==> config.mk <==
export PLATFORM = sky130hd
export DESIGN_NAME = cur_blk_fetch
export DESIGN_NICKNAME = d
export VERILOG_FILES = /design/src/rtl/cur_blk_fetch_pkg.sv /design/src/rtl/cur_blk_fetch_addr_gen.sv /design/src/rtl/cur_blk_fetch.sv
export SDC_FILE = /design/constraint.sdc
export NUM_CORES = 1
export LEC_CHECK = 0
export CAP_MARGIN = 25
export CORE_MARGIN = 2
export CORE_UTILIZATION = 52
export DETAILED_ROUTE_END_ITERATION = 8
export HOLD_SLACK_MARGIN = 0.15
export PLACE_DENSITY_LB_ADDON = 0.15
export SLEW_MARGIN = 20
export SYNTH_ARGS = -nofsm -noshare
export SYNTH_HDL_FRONTEND = slang
export SYNTH_SLANG_ARGS = --single-unit
==> constraint.sdc <==
create_clock -name clk -period 2.7 [get_ports clk]
set_input_delay 0.54 -clock clk [delete_from_list [all_inputs] [get_ports clk]]
set_output_delay 0.54 -clock clk [all_outputs]
set_load 0.005 [all_outputs]
==> src/rtl/cur_blk_fetch_pkg.sv <==
// Shared types and helpers for the current-block fetch controller.
package cur_blk_fetch_pkg;

  typedef enum logic [1:0] {
    IDLE  = 2'd0,
    FETCH = 2'd1,
    DONE  = 2'd2
  } state_t;

  // Geometry of the default 1080p / 16x16 configuration
  localparam int unsigned DEF_FRAME_W   = 1920;
  localparam int unsigned DEF_FRAME_H   = 1080;
  localparam int unsigned DEF_BLK_SIZE  = 16;
  localparam int unsigned WORDS_PER_ROW = DEF_BLK_SIZE / 4;
  localparam int unsigned MB_COLS       = DEF_FRAME_W / DEF_BLK_SIZE;
  localparam int unsigned MB_ROWS       = DEF_FRAME_H / DEF_BLK_SIZE;

  // Byte address of the top-left pixel of macroblock (mb_x, mb_y); caller truncates to ADDR_W
  function automatic logic [63:0] blk_base(input logic [63:0] frame_base,
                                           input logic [7:0]  mb_x,
                                           input logic [7:0]  mb_y,
                                           input int unsigned frame_w,
                                           input int unsigned blk_size);
    return frame_base
         + 64'(mb_y) * 64'(blk_size) * 64'(frame_w)
         + 64'(mb_x) * 64'(blk_size);
  endfunction

endpackage

==> src/rtl/cur_blk_fetch_addr_gen.sv <==
// Row/column counters and incremental row-base accumulator for one macroblock.
module cur_blk_addr_gen #(
  parameter int unsigned FRAME_W  = 1920,
  parameter int unsigned BLK_SIZE = 16,
  parameter int unsigned ADDR_W   = 32
) (
  input  logic                          clk,
  input  logic                          rst,
  input  logic                          load,
  input  logic [ADDR_W-1:0]             base,
  input  logic                          advance,
  output logic [ADDR_W-1:0]             addr,
  output logic [$clog2(BLK_SIZE)-1:0]   row,
  output logic [$clog2(BLK_SIZE/4)-1:0] col,
  output logic                          last_word
);

  localparam int unsigned WPR = BLK_SIZE / 4;
  localparam int unsigned RW  = $clog2(BLK_SIZE);
  localparam int unsigned CW  = $clog2(WPR);

  logic [ADDR_W-1:0] row_base;
  logic              col_last;

  assign col_last  = (col == CW'(WPR - 1));
  assign last_word = col_last && (row == RW'(BLK_SIZE - 1));

  // Address is kept registered and stepped by adds only: +4 along a row, +FRAME_W per row
  always_ff @(posedge clk or posedge rst) begin
    if (rst) begin
      row_base <= '0;
      addr     <= '0;
      row      <= '0;
      col      <= '0;
    end else if (load) begin
      row_base <= base;
      addr     <= base;
      row      <= '0;
      col      <= '0;
    end else if (advance) begin
      if (col_last) begin
        col      <= '0;
        row      <= row + RW'(1);
        row_base <= row_base + ADDR_W'(FRAME_W);
        addr     <= row_base + ADDR_W'(FRAME_W);
      end else begin
        col      <= col + CW'(1);
        addr     <= addr + ADDR_W'(4);
      end
    end
  end

endmodule

==> src/rtl/cur_blk_fetch.sv <==
// Current-frame macroblock fetch controller: walks one BLK_SIZE x BLK_SIZE block
// word by word and streams it over valid/ready.
// Optional feature macro: CUR_BLK_FETCH_SUM_EN adds the blk_sum pixel-sum output.
module cur_blk_fetch
  import cur_blk_fetch_pkg::*;
#(
  parameter int unsigned FRAME_W  = 1920,
  parameter int unsigned FRAME_H  = 1080,
  parameter int unsigned BLK_SIZE = 16,
  parameter int unsigned ADDR_W   = 32
) (
  input  logic                          clk,
  input  logic                          rst,
  input  logic                          start,
  input  logic [ADDR_W-1:0]             frame_base,
  input  logic [7:0]                    mb_x,
  input  logic [7:0]                    mb_y,
  output logic                          mem_en,
  output logic [ADDR_W-1:0]             mem_addr,
  input  logic [31:0]                   mem_data,
  output logic                          out_valid,
  input  logic                          out_ready,
  output logic [31:0]                   out_data,
  output logic [$clog2(BLK_SIZE)-1:0]   out_row,
  output logic [$clog2(BLK_SIZE/4)-1:0] out_col,
  output logic                          busy,
  output logic                          done,
  output logic                          err
`ifdef CUR_BLK_FETCH_SUM_EN
  ,
  output logic [$clog2(BLK_SIZE*BLK_SIZE*255+1)-1:0] blk_sum
`endif
);

  localparam int unsigned BLK_COLS = FRAME_W / BLK_SIZE;
  localparam int unsigned BLK_ROWS = FRAME_H / BLK_SIZE;

  state_t            state, state_nxt;
  logic              in_range;
  logic              load, advance, err_nxt;
  logic              last_word;
  logic [ADDR_W-1:0] base_load;

  assign in_range  = (32'(mb_x) < BLK_COLS) && (32'(mb_y) < BLK_ROWS);
  assign base_load = ADDR_W'(blk_base(64'(frame_base), mb_x, mb_y, FRAME_W, BLK_SIZE));

  cur_blk_addr_gen #(
    .FRAME_W  (FRAME_W),
    .BLK_SIZE (BLK_SIZE),
    .ADDR_W   (ADDR_W)
  ) u_addr_gen (
    .clk       (clk),
    .rst       (rst),
    .load      (load),
    .base      (base_load),
    .advance   (advance),
    .addr      (mem_addr),
    .row       (out_row),
    .col       (out_col),
    .last_word (last_word)
  );

  // State register and registered reject pulse
  always_ff @(posedge clk or posedge rst) begin
    if (rst) begin
      state <= IDLE;
      err   <= 1'b0;
    end else begin
      state <= state_nxt;
      err   <= err_nxt;
    end
  end

  // Next-state decode, handshake and per-state outputs
  always_comb begin
    state_nxt = state;
    mem_en    = 1'b0;
    out_valid = 1'b0;
    busy      = 1'b0;
    done      = 1'b0;
    load      = 1'b0;
    advance   = 1'b0;
    err_nxt   = 1'b0;
    out_data  = '0;
    unique case (state)
      IDLE: begin
        if (start) begin
          if (in_range) begin
            load      = 1'b1;
            state_nxt = FETCH;
          end else begin
            err_nxt = 1'b1;
          end
        end
      end
      FETCH: begin
        mem_en    = 1'b1;
        busy      = 1'b1;
        out_valid = 1'b1;
        out_data  = mem_data;
        if (out_ready) begin
          advance = 1'b1;
          if (last_word) state_nxt = DONE;
        end
      end
      DONE: begin
        done      = 1'b1;
        state_nxt = IDLE;
      end
      default: state_nxt = IDLE;
    endcase
  end

`ifdef CUR_BLK_FETCH_SUM_EN
  localparam int unsigned SUM_W = $clog2(BLK_SIZE*BLK_SIZE*255+1);

  logic [SUM_W-1:0] word_sum;

  assign word_sum = SUM_W'(mem_data[7:0])   + SUM_W'(mem_data[15:8])
                  + SUM_W'(mem_data[23:16]) + SUM_W'(mem_data[31:24]);

  // Pixel-sum accumulator: cleared on accepted start, summed per handshake, held otherwise
  always_ff @(posedge clk or posedge rst) begin
    if (rst) begin
      blk_sum <= '0;
    end else if (load) begin
      blk_sum <= '0;
    end else if (advance) begin
      blk_sum <= blk_sum + word_sum;
    end
  end
`endif

endmodule

==> summary.md <==
| Metric | Value |
|---|---|
| CP Capture Type | `flip-flop` |
| Synth Instances | `830` |
| Worst IR Drop VDD | `about 740 uV` |
| Ant. Diodes | `0` |
| FP Rows | `between 40 and 50` |
| Status | `finished with violations` |
| Post-Syn Area | `between 6000 and 7000 sq um` |
| Slew @ Worst Pin | `roughly 0.57 ns` |
| Largest net degree at the start of global routing | `39` |
| Logic pwr share | `0.680` |
| DRC Markers | `0` |
| Worst Hold Endpoint | `u_addr_gen.row_base[6]$_DFFE_PP0P_` |
| PwrDens | `around 940 nW/um^2` |
| Crit Path Class | `in -> reg` |
| Htree depth | `3` |
| Sw Share | `0.4276` |
| FF-to-FF Start | `u_addr_gen.addr[2]$_DFFE_PP0P_` |
| Sequential share of power | `0.214` |
| Post-synthesis sequential area ratio | `0.2636` |
| Yosys Warn Count | `0` |
| Max frequency | `0.2097 GHz` |
| Fin util | `0.8232` |
| Syn Area/Cell | `about 8.3 sq um` |
| Max-Cap Viols | `0` |
| Total grt overflow | `0` |
| R2r setup slk | `between 0.2 and 0.3 ns` |
| Hold Path Class | `reg -> reg` |
| Primary FF master, synth | `dfrtp_1` |
| GRT Util Overall | `0.3052` |
| Synthesis-stage register bit count | `73` |
| Area grow syn2layout | `56.09%` |
| CP Data Arrival Time | `about 5 ns` |
| Initial antenna violation count | `0` |
| Port bufs | `around 160` |
| Leakage dissipation | `roughly 4.6 nW` |
| Final count of negative-setup-slack endpoints | `37` |
| Num ports | `around 160` |
| Final Cycle Share | `1.766` |
| Vias per cell | `around 5.8` |
| Placed cell count | `1238` |
| Routability Congestion | `around 0.9` |
| Num CTS Buffers | `9` |
| Net switching power | `approximately 4.3 mW` |
| Post-layout minimum cycle time | `approximately 4.8 ns` |
| Vias in the first global route | `approximately 7200` |
| Worst r2r dst | `u_addr_gen.addr[28]$_DFFE_PP0P_` |
| CTS root buf | `clkbuf_16` |
| Worst-path clk slew | `approximately 0.050 ns` |
| Final ANT Viol Nets | `0` |
| First-pass GRT wire length | `between 30000 and 40000 microns` |
| Layout Cells excl Fill | `around 1300` |
| Failing checks | `setup timing` |
| Max Buffers Root-to-Sink | `2` |
| # fillers | `between 700 and 800` |
| Final hold violations | `0` |
| Post-Syn Nets | `just under 1000` |
| RSZ-0062 raised after global routing | `yes` |
| Internal | `between 5 and 6 mW` |
| Max_slew headroom | `0.6152` |
| Worst Path Max Fanout | `4` |
| Chip Height | `119.4 microns` |
| DIE WIDTH | `between 100 and 150 microns` |
| Die ar. | `~14000 sq um` |
| WL/cell | `18.57 microns` |
| Async SR Flop Fraction | `1.000` |
| Starting DRC count in detailed routing | `approximately 470` |
| Post-DP HPWL | `15890 microns` |
| Max Slew Vio Count | `0` |
| Layout Skew | `~0.0066 ns` |
| Unique masters post-synth | `76` |
| CTS tree | `yes` |
| Setup WS post-layout | `-2.069 ns` |
| Pre-antenna DRT Iters | `5` |
| HP Start | `u_addr_gen.row_base[6]$_DFFE_PP0P_` |
| Core ar. | `between 10000 and 15000 sq um` |
| CP Launch Type | `input pin` |
| Number of synthesized flops with an enable pin | `0` |
| Hold depth | `2` |
| Initial core utilization | `0.5274` |
| Worst Reg-to-Reg Cells | `9` |
| Hold buffers post-CTS | `0` |
| Worst skew pair latency | `approximately 0.33 ns` |
| Critical Path RT | `2.94 ns` |
| Clock power frac | `0.105` |
| Layout cell share with drive strength beyond 1 | `0.2743` |
| Vias | `7380` |
| Setup TNS | `-61.43 ns` |
| Routed WL | `approximately 24000 microns` |
| Nets@finish | `~1200` |
| Clock sinks | `73` |
[stage by stage]
stage	hold slack (ns)	power [mW]	instance area, sq um	setup slack [ns]
3_5_place_dp	0.4606	7.611	9694	-2.604
6_report	0.4761	10.17	10820	-2.069
5_1_grt	0.4968	10.72	10820	-2.207
4_1_cts	0.4738	9.214	10400	-1.867
3_3_place_gp	0.4556	7.455	9694	-2.522
2_1_floorplan	0.4358	5.368	7156	-1.943
[cell type report]
| class | count | area (sq um) | area share |
|---|---|---|---|
| inverter | 39 | 150.1 | 0.01388 |
| multi-input combinational | 679 | 5709 | 0.5279 |
| timing repair buffer | 287 | 2651 | 0.2451 |
| sequential | 73 | 1827 | 0.1689 |
| clock inverter | 1 | 5.005 | 0.0004627 |
| clock buffer | 11 | 252.7 | 0.02337 |
| tap | 176 | 220.2 | 0.02036 |
[per-layer routing]
| layer | wire, microns | track usage |
|---|---|---|
| met1 | 9163 | 0.3699 |
| met5 | 0 | 0 |
| met3 | 1554 | 0.04646 |
| met4 | 714 | 0.1184 |
| met2 | 12080 | 0.5442 |
[synth_stat cells, types with 9 or more instances]
library cell  number  area (sq um)
o22ai_1            9         56.30
clkbuf_1          24         90.09
and2_1            43         269.0
a21o_1            11         82.58
and3_1            17         106.4
ha_1              61         763.2
o21ai_0           56         280.3
nor3_1            18         90.09
a21oi_1           59         295.3
xnor2_1           33         289.0
xor2_1            38         332.8
nor2_1            62         232.7
nand3_1           22         110.1
nand4_1           12         75.07
fa_1              15         300.3
nand2_1           90         337.8
inv_1             39         146.4
dfrtp_1           73          1827
a31oi_1           11         68.82
[repair_timing]
| action | in CTS | in global routing |
|---|---|---|
| gates resized for setup | 107 | 66 |
| setup endpoints to repair | 46 | 41 |
| pin swaps | 92 | 64 |
| setup buffers | 9 | 11 |
[power by group through the flow]
stage	sequential (mW)	clock, mW	combinational [mW]
floorplan	2.06	0	3.31
global placement	2.15	0	5.30
detailed placement	2.17	0	5.44
CTS	2.16	1.08	5.97
global route	2.27	1.12	7.34
finish	2.18	1.07	6.92
[cells in the final DEF, fill, tap and decap left out, drive strengths merged, types with 4 or more instances in the layout]
cell           instances
a211oi                 5
a21boi                 4
a21o                  11
a21oi                 65
a31oi                 12
and2                  43
and3                  19
and4                   6
buf                  133
clkbuf                12
clkdlybuf4s50        141
dfrtp                 73
dlygate4sd2            7
fa                    15
ha                    61
inv                   38
mux2i                  4
nand2                 90
nand3                 28
nand4                 14
nor2                  63
nor2b                  4
nor3                  19
nor3b                  6
nor4                   4
o211ai                 7
o21a                   6
o21ai                 61
o21bai                 6
o22ai                  9
or2                    5
or3                    6
xnor2                 33
xor2                  38
[cell families after synthesis]
logic type               count (synthesis)  synth area share
AND/OR/NAND/NOR                        312            0.2418
XOR/XNOR                                71           0.08974
flip-flops                              73            0.2636
multiplexers                             7           0.01065
AO/OA/AOI/OAI                          213            0.1947
buffers and inverters                   78           0.04605
adder cells (fa/ha/maj)                 76            0.1535
[critical path: stages]
cell	delay, ns
buf_8	0.10
fa_1	0.58
inv_2	0.05
fa_1	0.48
inv_2	0.06
fa_2	0.37
a21oi_2	0.15
nor2_1	0.05
nor2_1	0.15
o21bai_1	0.10
a21oi_2	0.23
xnor2_1	0.19
ha_1	0.31
ha_4	0.33
nand3_2	0.11
buf_4	0.17
nor2_4	0.10
o21ai_2	0.08
buf_4	0.15
nand3b_1	0.09
a211oi_1	0.09
or3_1	0.41
o211ai_1	0.12
[worst max-delay path by stage]
stage,from,to,slack (ns),cells past startpoint
final,mb_y[1],u_addr_gen.addr[23]$_DFFE_PP0P_,-2.07,23
after global routing,mb_y[1],u_addr_gen.addr[23]$_DFFE_PP0P_,-2.21,21
after CTS,mb_y[2],u_addr_gen.addr[31]$_DFFE_PP0P_,-1.87,21
after detailed placement,mb_y[3],u_addr_gen.addr[31]$_DFFE_PP0P_,-2.60,21
after global placement,mb_y[3],u_addr_gen.addr[31]$_DFFE_PP0P_,-2.52,21
after floorplan,mb_y[0],u_addr_gen.addr[31]$_DFFE_PP0P_,-1.94,19
[registers in the layout (all words and copies together), names as in the netlist]
signal and flops:
err 1, state 2, u_addr_gen.addr 32, u_addr_gen.col 2, u_addr_gen.row 4, u_addr_gen.row_base 32
No activity file was read; power rests on OpenSTA's default activity.
==> variant: new RTL, config.mk and constraints unchanged <==
`BLK_SIZE` is set to 16 in 2 places; all go to 8.
--- a/src/rtl/cur_blk_fetch_addr_gen.sv
+++ b/src/rtl/cur_blk_fetch_addr_gen.sv
@@ -3,3 +3,3 @@
   parameter int unsigned FRAME_W  = 1920,
-  parameter int unsigned BLK_SIZE = 16,
+  parameter int unsigned BLK_SIZE = 8,
   parameter int unsigned ADDR_W   = 32
--- a/src/rtl/cur_blk_fetch.sv
+++ b/src/rtl/cur_blk_fetch.sv
@@ -8,3 +8,3 @@
   parameter int unsigned FRAME_H  = 1080,
-  parameter int unsigned BLK_SIZE = 16,
+  parameter int unsigned BLK_SIZE = 8,
   parameter int unsigned ADDR_W   = 32
Interface: changed (resized out_col and out_row); port bits go from 159 to 157. No check against the original RTL was run, so the function may have changed too.
==> variant against the original RTL <==
  * The run still ends with setup timing left
  * Fmax fell by 7.5%
  * Critical path type unchanged
  * Non-clock buffer count is 12 higher
  * Critical endpoint is now u_addr_gen.addr[30]
  * Sequential power rose by 9%
  * Synthesized area grew 0.98%
  * Register-to-register slack is essentially flat
  * Clock skew rose by 0.00062 ns
  * Wire length rose by 2.6%
  * Setup slack got worse by 0.39 ns
  * Power increased by 15%
  * Sequential cell count fell by 2
  * Design area decreased by 0.53%
  * Via count rose by 2.5%
==> variant: results (changes against the original RTL) <==
| Metric | Value |
|---|---|
| Status | finished with violations |
| Violated checks | setup timing |
| Wire length per cell | 18.82 um (+1.3%) |
| Detailed-route vias per instance | 5.903 (+1.3%) |
| Pleak | 4.596 nW (+0.45%) |
| Hold_sp | u_addr_gen.row_base[0] |
| Post-synthesis adder-cell area fraction | 15.20% (-0.15 points) |
| Seq/Total Area, Yosys | 25.39% (-0.97 points) |
| Vias in the first global route | 7,436 (+3.9%) |
| Mux cell area share after synthesis | 1.359% (+0.29 points) |
| GPL Wtd Cong | 0.9396 (+6.8%) |
| Wire length of the first global-routing pass | 35.97 mm (+2.6%) |
| Mapped Nets | 997 (+0.71%) |
| Total GRT Usage | 30.89% (+0.37 points) |
| Sw Ratio | 43.40% (+0.65 points) |
| Setup TNS Final | -73.00 ns (-11.58 ns) |
| Largest net degree at the start of global routing | 72 (+85%) |
| Min-Delay Endpoint | u_addr_gen.row_base[0] |
| Setup WS post-layout | -2.458 ns (-0.3889 ns) |
| Peak VDD IR | 0.5927 mV (-20%) |
| Post-DP HPWL | 15.80 mm (-0.53%) |
| Met1 Wirelength | 8.912 mm (-2.7%) |
| Synth unique cells | 79 (+3.9%) |
| Most frequent cells after synthesis | nand2_1, nor2_1, dfrtp_1 |
| Metal3 WL | 1.778 mm (+14%) |
| Synth Area in XOR/XNOR | 10.12% (+1.1 points) |
| Place WS | -2.958 ns (-0.3541 ns) |
| R2R Path End | u_addr_gen.addr[29] |
| Worst Max-Slew Pin Slew | 0.4693 ns (-0.1031 ns) |
| Final setup viols | 38 (+2.7%) |
| Fin Clk Skew | 0.007222 ns (+0.0006216 ns) |
| CP startpoint | mb_y[2] |
variant: worst register-to-register path: cells and delay by family, from the launching register on:
family / cells / cell delay [ns]
AND/OR/NAND/NOR: 5 / 1.28
adder cells (fa/ha/maj): 1 / 0.24
buffers and inverters: 1 / 0.07
AO/OA/AOI/OAI: 1 / 0.23
flip-flops: 1 / 0.46
XOR/XNOR: 1 / 0.10
variant: timing repair:
item / CTS / global route
setup buffers: 25 / 12
setup endpoints to repair: 43 / 45
gates resized for setup: 81 / 74
pin swaps: 60 / 72
variant: power by group through the flow:
stage          clock, W  combinational [W]  sequential [W]
4_1_cts         0.00108            0.00720         0.00233
6_report        0.00107            0.00824         0.00237
3_3_place_gp          0            0.00625         0.00231
2_1_floorplan         0            0.00414         0.00208
3_5_place_dp          0            0.00638         0.00233
5_1_grt         0.00112            0.00880         0.00244
variant: final cells by class:
cell class | count | area, sq um
inverters | 37 | 142.6
multi-input cells | 684 | 5558
clock buffers | 14 | 254.0
well taps | 176 | 220.2
fillers | 790 | 2432
flip-flops and latches | 71 | 1777
repair buffers | 299 | 2801
clock inverters | 1 | 5.005
variant: layer usage:
layer / up-vias / track usage [%]
met5: - / 0
met4: 0 / 11.54
met3: 96 / 5.846
met2: 366 / 56.14
met1: 3605 / 35.82
li1: 3501 / -
variant: kinds of logic (layout without fill, tap and decap cells):
| kind of cell | count (synthesis) | after routing |
|---|---|---|
| buf+inv | 82 | 351 |
| mux | 9 | 9 |
| fa+ha+maj | 76 | 76 |
| xor+xnor | 80 | 80 |
| compound gates | 197 | 197 |
| simple gates | 322 | 322 |
| flops | 71 | 71 |
variant: stage by stage:
stage,hold WS (ns),std cells
detailed placement,0.4576,1235
finish,0.4729,1282
floorplan,0.4394,837
global route,0.4974,1282
CTS,0.4730,1274
global placement,0.4567,1235
